[config.mk]
export PLATFORM = sky130hd
export DESIGN_NAME = gcd_seq
export DESIGN_NICKNAME = d
export VERILOG_FILES = /design/src/rtl/gcd_pkg.sv /design/src/rtl/gcd_seq.sv
export SDC_FILE = /design/constraint.sdc
export NUM_CORES = 1
export LEC_CHECK = 0
export ABC_AREA = 1
export CAP_MARGIN = 20
export CORE_UTILIZATION = 48
export DETAILED_ROUTE_END_ITERATION = 12
export GPL_TIMING_DRIVEN = 0
export PLACE_DENSITY = 0.86
export SYNTH_ARGS = -nofsm -noshare
export SYNTH_HDL_FRONTEND = slang
export SYNTH_SLANG_ARGS = --single-unit
[constraint.sdc]
create_clock -name clk -period 3.9 [get_ports clk]
set_input_delay 0.975 -clock clk [delete_from_list [all_inputs] [get_ports clk]]
set_output_delay 0.975 -clock clk [all_outputs]
set_load 0.02 [all_outputs]
[src/rtl/gcd_pkg.sv]
// Shared definitions for the GCD sequencer and any other client of the
// two's-complement ALU.
//   state_t      : sequencer FSM states (3-bit encoding)
//   FN_*         : ALU function-select encodings driven on alu_fn
package gcd_pkg;

    typedef enum logic [2:0] {
        IDLE   = 3'd0,
        CHKA   = 3'd1,
        CHKB   = 3'd2,
        SUB_AB = 3'd3,
        SUB_BA = 3'd4,
        DONE   = 3'd5
    } state_t;

    localparam logic [1:0] FN_A_SUB_B = 2'b00;
    localparam logic [1:0] FN_B_SUB_A = 2'b01;
    localparam logic [1:0] FN_PASS_A  = 2'b10;
    localparam logic [1:0] FN_PASS_B  = 2'b11;

endpackage

[src/rtl/gcd_seq.sv]
// GCD sequencer: computes gcd(a_in, b_in) by repeated subtraction using an
// external combinational ALU that is wired to the alu_* ports.
//   clk, rst           : clock, synchronous active-high reset
//   start, a_in, b_in  : request and operands, accepted only in IDLE
//   busy, done, err    : status; done pulses for one cycle with result/err valid
//   result             : GCD, held until the next accepted start
//   alu_a, alu_b       : current A/B registers to the ALU
//   alu_fn             : ALU function select (see gcd_pkg FN_*)
//   alu_c, alu_z, alu_n: ALU result, zero flag and negative flag
module gcd_seq
    import gcd_pkg::*;
#(
    parameter int unsigned W = 16
) (
    input  logic         clk,
    input  logic         rst,
    input  logic         start,
    input  logic [W-1:0] a_in,
    input  logic [W-1:0] b_in,
    output logic         busy,
    output logic         done,
    output logic         err,
    output logic [W-1:0] result,
    output logic [W-1:0] alu_a,
    output logic [W-1:0] alu_b,
    output logic [1:0]   alu_fn,
    input  logic [W-1:0] alu_c,
    input  logic         alu_z,
    input  logic         alu_n
);

    state_t       state_q, state_d;
    logic [W-1:0] a_q, a_d;
    logic [W-1:0] b_q, b_d;
    logic [W-1:0] result_q, result_d;
    logic         err_q, err_d;

    always_ff @(posedge clk) begin
        if (rst) begin
            state_q  <= IDLE;
            a_q      <= '0;
            b_q      <= '0;
            result_q <= '0;
            err_q    <= 1'b0;
        end else begin
            state_q  <= state_d;
            a_q      <= a_d;
            b_q      <= b_d;
            result_q <= result_d;
            err_q    <= err_d;
        end
    end

    always_comb begin
        state_d  = state_q;
        a_d      = a_q;
        b_d      = b_q;
        result_d = result_q;
        err_d    = err_q;
        alu_fn   = FN_PASS_A;

        unique case (state_q)
            IDLE: begin
                if (start) begin
                    // MSB must be clear so the N flag is a valid A<B compare.
                    if (a_in[W-1] || b_in[W-1]) begin
                        err_d    = 1'b1;
                        result_d = '0;
                        state_d  = DONE;
                    end else begin
                        a_d     = a_in;
                        b_d     = b_in;
                        err_d   = 1'b0;
                        state_d = CHKA;
                    end
                end
            end

            CHKA: begin
                alu_fn = FN_PASS_A;
                // A == 0: gcd(0, B) = B, which also covers gcd(0, 0) = 0.
                if (alu_z) begin
                    result_d = b_q;
                    state_d  = DONE;
                end else begin
                    state_d = CHKB;
                end
            end

            CHKB: begin
                alu_fn = FN_PASS_B;
                if (alu_z) begin
                    result_d = a_q;
                    state_d  = DONE;
                end else begin
                    state_d = SUB_AB;
                end
            end

            SUB_AB: begin
                alu_fn = FN_A_SUB_B;
                if (alu_z) begin
                    result_d = a_q;
                    state_d  = DONE;
                end else if (alu_n) begin
                    state_d = SUB_BA;
                end else begin
                    a_d = alu_c;
                end
            end

            SUB_BA: begin
                // Entered only when A < B, so B - A is strictly positive.
                alu_fn  = FN_B_SUB_A;
                b_d     = alu_c;
                state_d = SUB_AB;
            end

            DONE: begin
                alu_fn  = FN_PASS_A;
                state_d = IDLE;
            end

            default: begin
                state_d = IDLE;
            end
        endcase
    end

    always_comb begin
        busy   = (state_q != IDLE);
        done   = (state_q == DONE);
        err    = err_q;
        result = result_q;
        alu_a  = a_q;
        alu_b  = b_q;
    end

endmodule

# Word level (Yosys, flattened, before mapping)
# Cells that the tools add are included.
[totals]
reg_bits = 52
input_bits = 53
[op_classes]
eq_ne = 13
muxes = 22
reduce_logical = 12
[ops]
columns = ["operator", "n"]
rows = [
  ["$mux 16", 10],
  ["$pmux 16 s2", 2],
  ["$pmux 16 s3", 1],
  ["$mux 3", 6],
  ["$pmux 3 s5", 1],
  ["$ne 2x2->1 const B", 6],
  ["$reduce_and 5->1", 2],
  ["$eq 3x2->1 const B", 2],
  ["$eq 3x3->1 const B", 2],
  ["$pmux 2 s3", 1],
  ["$reduce_bool 3->1", 2],
  ["$reduce_and 2->1", 2],
  ["$reduce_bool 2->1", 2],
  ["$eq 3x1->1 const B", 1],
  ["$logic_not 3->1", 1],
  ["$ne 3x3->1 const B", 1],
  ["$reduce_and 3->1", 1],
  ["$ne 2x1->1 const B", 1],
  ["$reduce_or 2->1", 1],
  ["$logic_or 1x1->1", 1],
  ["$mux 1", 1],
]

# Depth between registers and ports, before layout
[depth]
depth_word = 4
mapped_depth = 10

# Least setup slack after synthesis
# OpenSTA, ideal clock, no wires.
[synth_path]
kind = "register to output"
from = "register state_q[0]"
to = "output port alu_fn[1]"
t_arrival_ns = 1.099
required_time_ns = 2.925
setup_slack_ns = 1.826
stages_incl_launch_ff = 9
path_buffers = 2
path_cell_list = "dfxtp_1 buf_2 inv_2 nand2_2 nor2_2 inv_2 buf_2 nand2_1 inv_1"
[synth_between]
elab_chain_len = 2
word_cells_on_any_way = 4
[synth_lines]
columns = ["item", "line_no", "source"]
rows = [
  ["from (decl)", "gcd_seq.sv:32", "state_t state_q, state_d;"],
  ["from (signal assigned)", "gcd_seq.sv:46", "state_q <= state_d;"],
  ["$eq 3x3->1 / $eq 3x2->1 (equally long branches)", "gcd_seq.sv:62", "unique case (state_q)"],
  ["$pmux 2 s3 (*)", "gcd_seq.sv:62", ""],
  ["to (decl)", "gcd_seq.sv:26", "output logic [1:0] alu_fn,"],
]
# Mark *: on every way between the ends. The rest lies on a longest branch, timed or not.

# Worst setup path in the final report
[layout_path]
from = "register state_q[1]"
to = "output port alu_fn[1]"
# Same word-level chain as after synthesis.

==> results.yml <==
detailed_routing:
  wl_met2_um: 3740
  routed_wl_um: 7890
  drcViolationCount: 0
  top_layer: "met4"
  wl_met3_um: 531
  via_count: 3170
  wl_met1_um: 3510
  dr.pass1.iters: 5
  ant_nets: 0
  vias_per_cell: 4.81
  wl_per_cell_um: 12.0
  first_iter_violations: 252
yosys:
  ys_ff_latch: 52
  ys_types: 23
  yosysWarnings: 0
  ys_seq_area_frac: 0.372
  synth_nets: 527
  synth_area_um2: 2800
  syn_inst: 474
  syn_area_per_cell_um2: 5.90
worst_setup_path:
  r2r_end: "alu_a[10]$_SDFFE_PP0P_"
  cpMostUsedCell: "inv_2"
  crit_path_max_incr_delay_ns: 0.59
  cp_max_fo: 10
  reg2reg_slack_ns: 2.25
  cp.depth: 8
  start_kind: "flop"
  crit_end: "alu_fn[1]"
  critPathBufInv: 5
  critPathLaunch: "state_q[1]$_SDFFE_PP0P_"
  r2r-start: "state_q[2]$_SDFFE_PP0P_"
  path_class: "reg -> out"
  crit_family: "buffers and inverters"
  r2r_cells: 8
  crit_required_ns: 2.92
  cp-end-kind: "primary output"
  crit_arrival_ns: 2.14
  path_cells: "inv_2, nand2_2, nor2_2, inv_2, buf_2, nand2_1, inv_1, clkdlybuf4s50_1"
  cp_slowest_cell: "clkdlybuf4s50_1"
clock_tree:
  clock_latency_ns: 0.32
  cts_resized: 0
  cts_tree: "built"
  clockBufferDepth: 2
  cts_made_buffers: 5
  cts_max_level: 2
  clock_sinks: 52
  post-cts-setup-buffer-count: 0
  cts.hold.buffers_added: 0
  clkTransAtPathRegs_ns: 0.10
  ctsRootBufferMaster: "clkbuf_8"
sta:
  fmax_ghz: 0.321
  period_share: 0.798
  whs_ns: 0.449
  setup_viol: 0
  fin_tns_setup_ns: 0
  drv_slew: 0
  worst_pin_slew_ns: 0.497
  rsz0062_at_grt: "no"
  finalCriticalPeriod_ns: 3.11
  relSlewSlack: 0.668
  clock_skew_ns: 0.0113
  hold_violations: 0
layout:
  nets: 639
  n_antenna_cell: 0
  drive_gt1_frac: 0.0647
  fillers: 487
  mostFrequentLayoutCells: "152 x nand2_1, 105 x clkdlybuf4s50_1, 100 x nor2_1, 70 x inv_1, 52 x dfxtp_1"
  area_growth_pct: 44.2
  final_common_cell: "nand2_1"
floorplan:
  start_util: 0.502
  core_um2: 5570
  dieHeight_um: 78.3
  fp.dieW_um: 78.3
  die-area_um2: 6130
  rows: 27
  pin_count: 106
power:
  irDropWorstVdd_mv: 0.221
  leakagePower_nw: 1.94
  power_density_nw_per_um2: 483
global_route:
  grt_max_degree: 19
  overflow: 0
  grt_pass1_wl_um: 12700
  track_usage: 0.264
  grt_pass1_vias: 2774
  antenna_found_initial: 0
placement:
  routabilityCongestion: 0.936
  io_buffers: 105
  post-dp-hpwl_um: 6210
run_status:
  status: "complete, no violations"
hold_path:
  hp-start: "err$_SDFFE_PP0P_"
  hold_class: "reg -> reg"
run:
  max_cap_violations: 0
cell type report:
cell class | instances | area, um^2 | share of cell area
buffer | 23 | 123 | 0.0304
clock buffer | 5 | 68.8 | 0.0171
clock inverter | 3 | 25.0 | 0.00621
inverter | 75 | 282 | 0.0698
multi-input combinational | 324 | 1350 | 0.335
sequential | 52 | 1040 | 0.258
tap | 72 | 90.1 | 0.0223
timing repair buffer | 105 | 1050 | 0.261
worst min-delay path by stage:
stage	to	slack, ns	depth (start not counted)
detailed placement	err$_SDFFE_PP0P_	0.44	2
floorplan	err$_SDFFE_PP0P_	0.52	2
CTS	err$_SDFFE_PP0P_	0.45	2
global route	err$_SDFFE_PP0P_	0.47	2
global placement	err$_SDFFE_PP0P_	0.43	2
finish	err$_SDFFE_PP0P_	0.45	2
flip-flops by register name (all words and copies together) (netlist names):
register and cells:
alu_b 16, result 16, alu_a 16, err 1, state_q 3
per-stage QoR:
stage          std cells   util  setup WS, ns  cell area, um^2  power [mW]
2_1_floorplan        474      -          1.83             2800        1.25
6_report             659  0.723         0.786             4030        1.95
3_5_place_dp         651  0.706          1.15             3940        1.62
3_3_place_gp         651  0.706          1.18             3940        1.60
5_1_grt              659  0.723         0.667             4030        2.07
4_1_cts              659  0.723         0.794             4030        1.94
cells in the mapped netlist:
library cell / n / area, um^2
inv_1: 70 / 263
a31oi_1: 1 / 6.26
clkbuf_1: 5 / 18.8
buf_1: 1 / 3.75
o21ai_0: 41 / 205
nand2_1: 152 / 571
nand4_1: 1 / 6.26
nand3_1: 3 / 15.0
nand2_4: 1 / 11.3
buf_4: 1 / 7.51
nor2_2: 1 / 6.26
dfxtp_1: 52 / 1040
a21oi_1: 6 / 30.0
o21ai_1: 10 / 50.1
buf_2: 13 / 65.1
buf_6: 2 / 22.5
inv_2: 5 / 18.8
nand3_4: 2 / 35.0
nor3_1: 2 / 10.0
nor2_1: 100 / 375
clkbuf_2: 1 / 5.00
nor2_4: 1 / 11.3
nand2_2: 3 / 18.8
kinds of logic (layout without fill, tap and decap cells):
kind of cell	Yosys count	in the layout	share of synthesized area
AOI/OAI and AO/OA	58	58	0.104
buffers and inverters	98	211	0.145
and+or+nand+nor	266	266	0.379
DFF	52	52	0.372
where the power goes:
group | total [mW] | switching (mW) | internal, mW
clock network | 0.331 | 0.199 | 0.131
registers | 0.696 | 0.0643 | 0.632
logic | 0.922 | 0.528 | 0.394
total | 1.95 | 0.792 | 1.16
routing by layer:
layer | global-route usage | up-vias
met3 | 0.0256 | 11
met5 | 0 | -
met1 | 0.351 | 1395
li1 | - | 1626
met2 | 0.453 | 138
met4 | 0.0741 | 0
worst min-delay path, stage by stage, from the launching register on:
cell,delay (ns)
dfxtp_1,0.32
inv_1,0.05
a21oi_1,0.05
No activity file was read; power rests on OpenSTA's default activity.
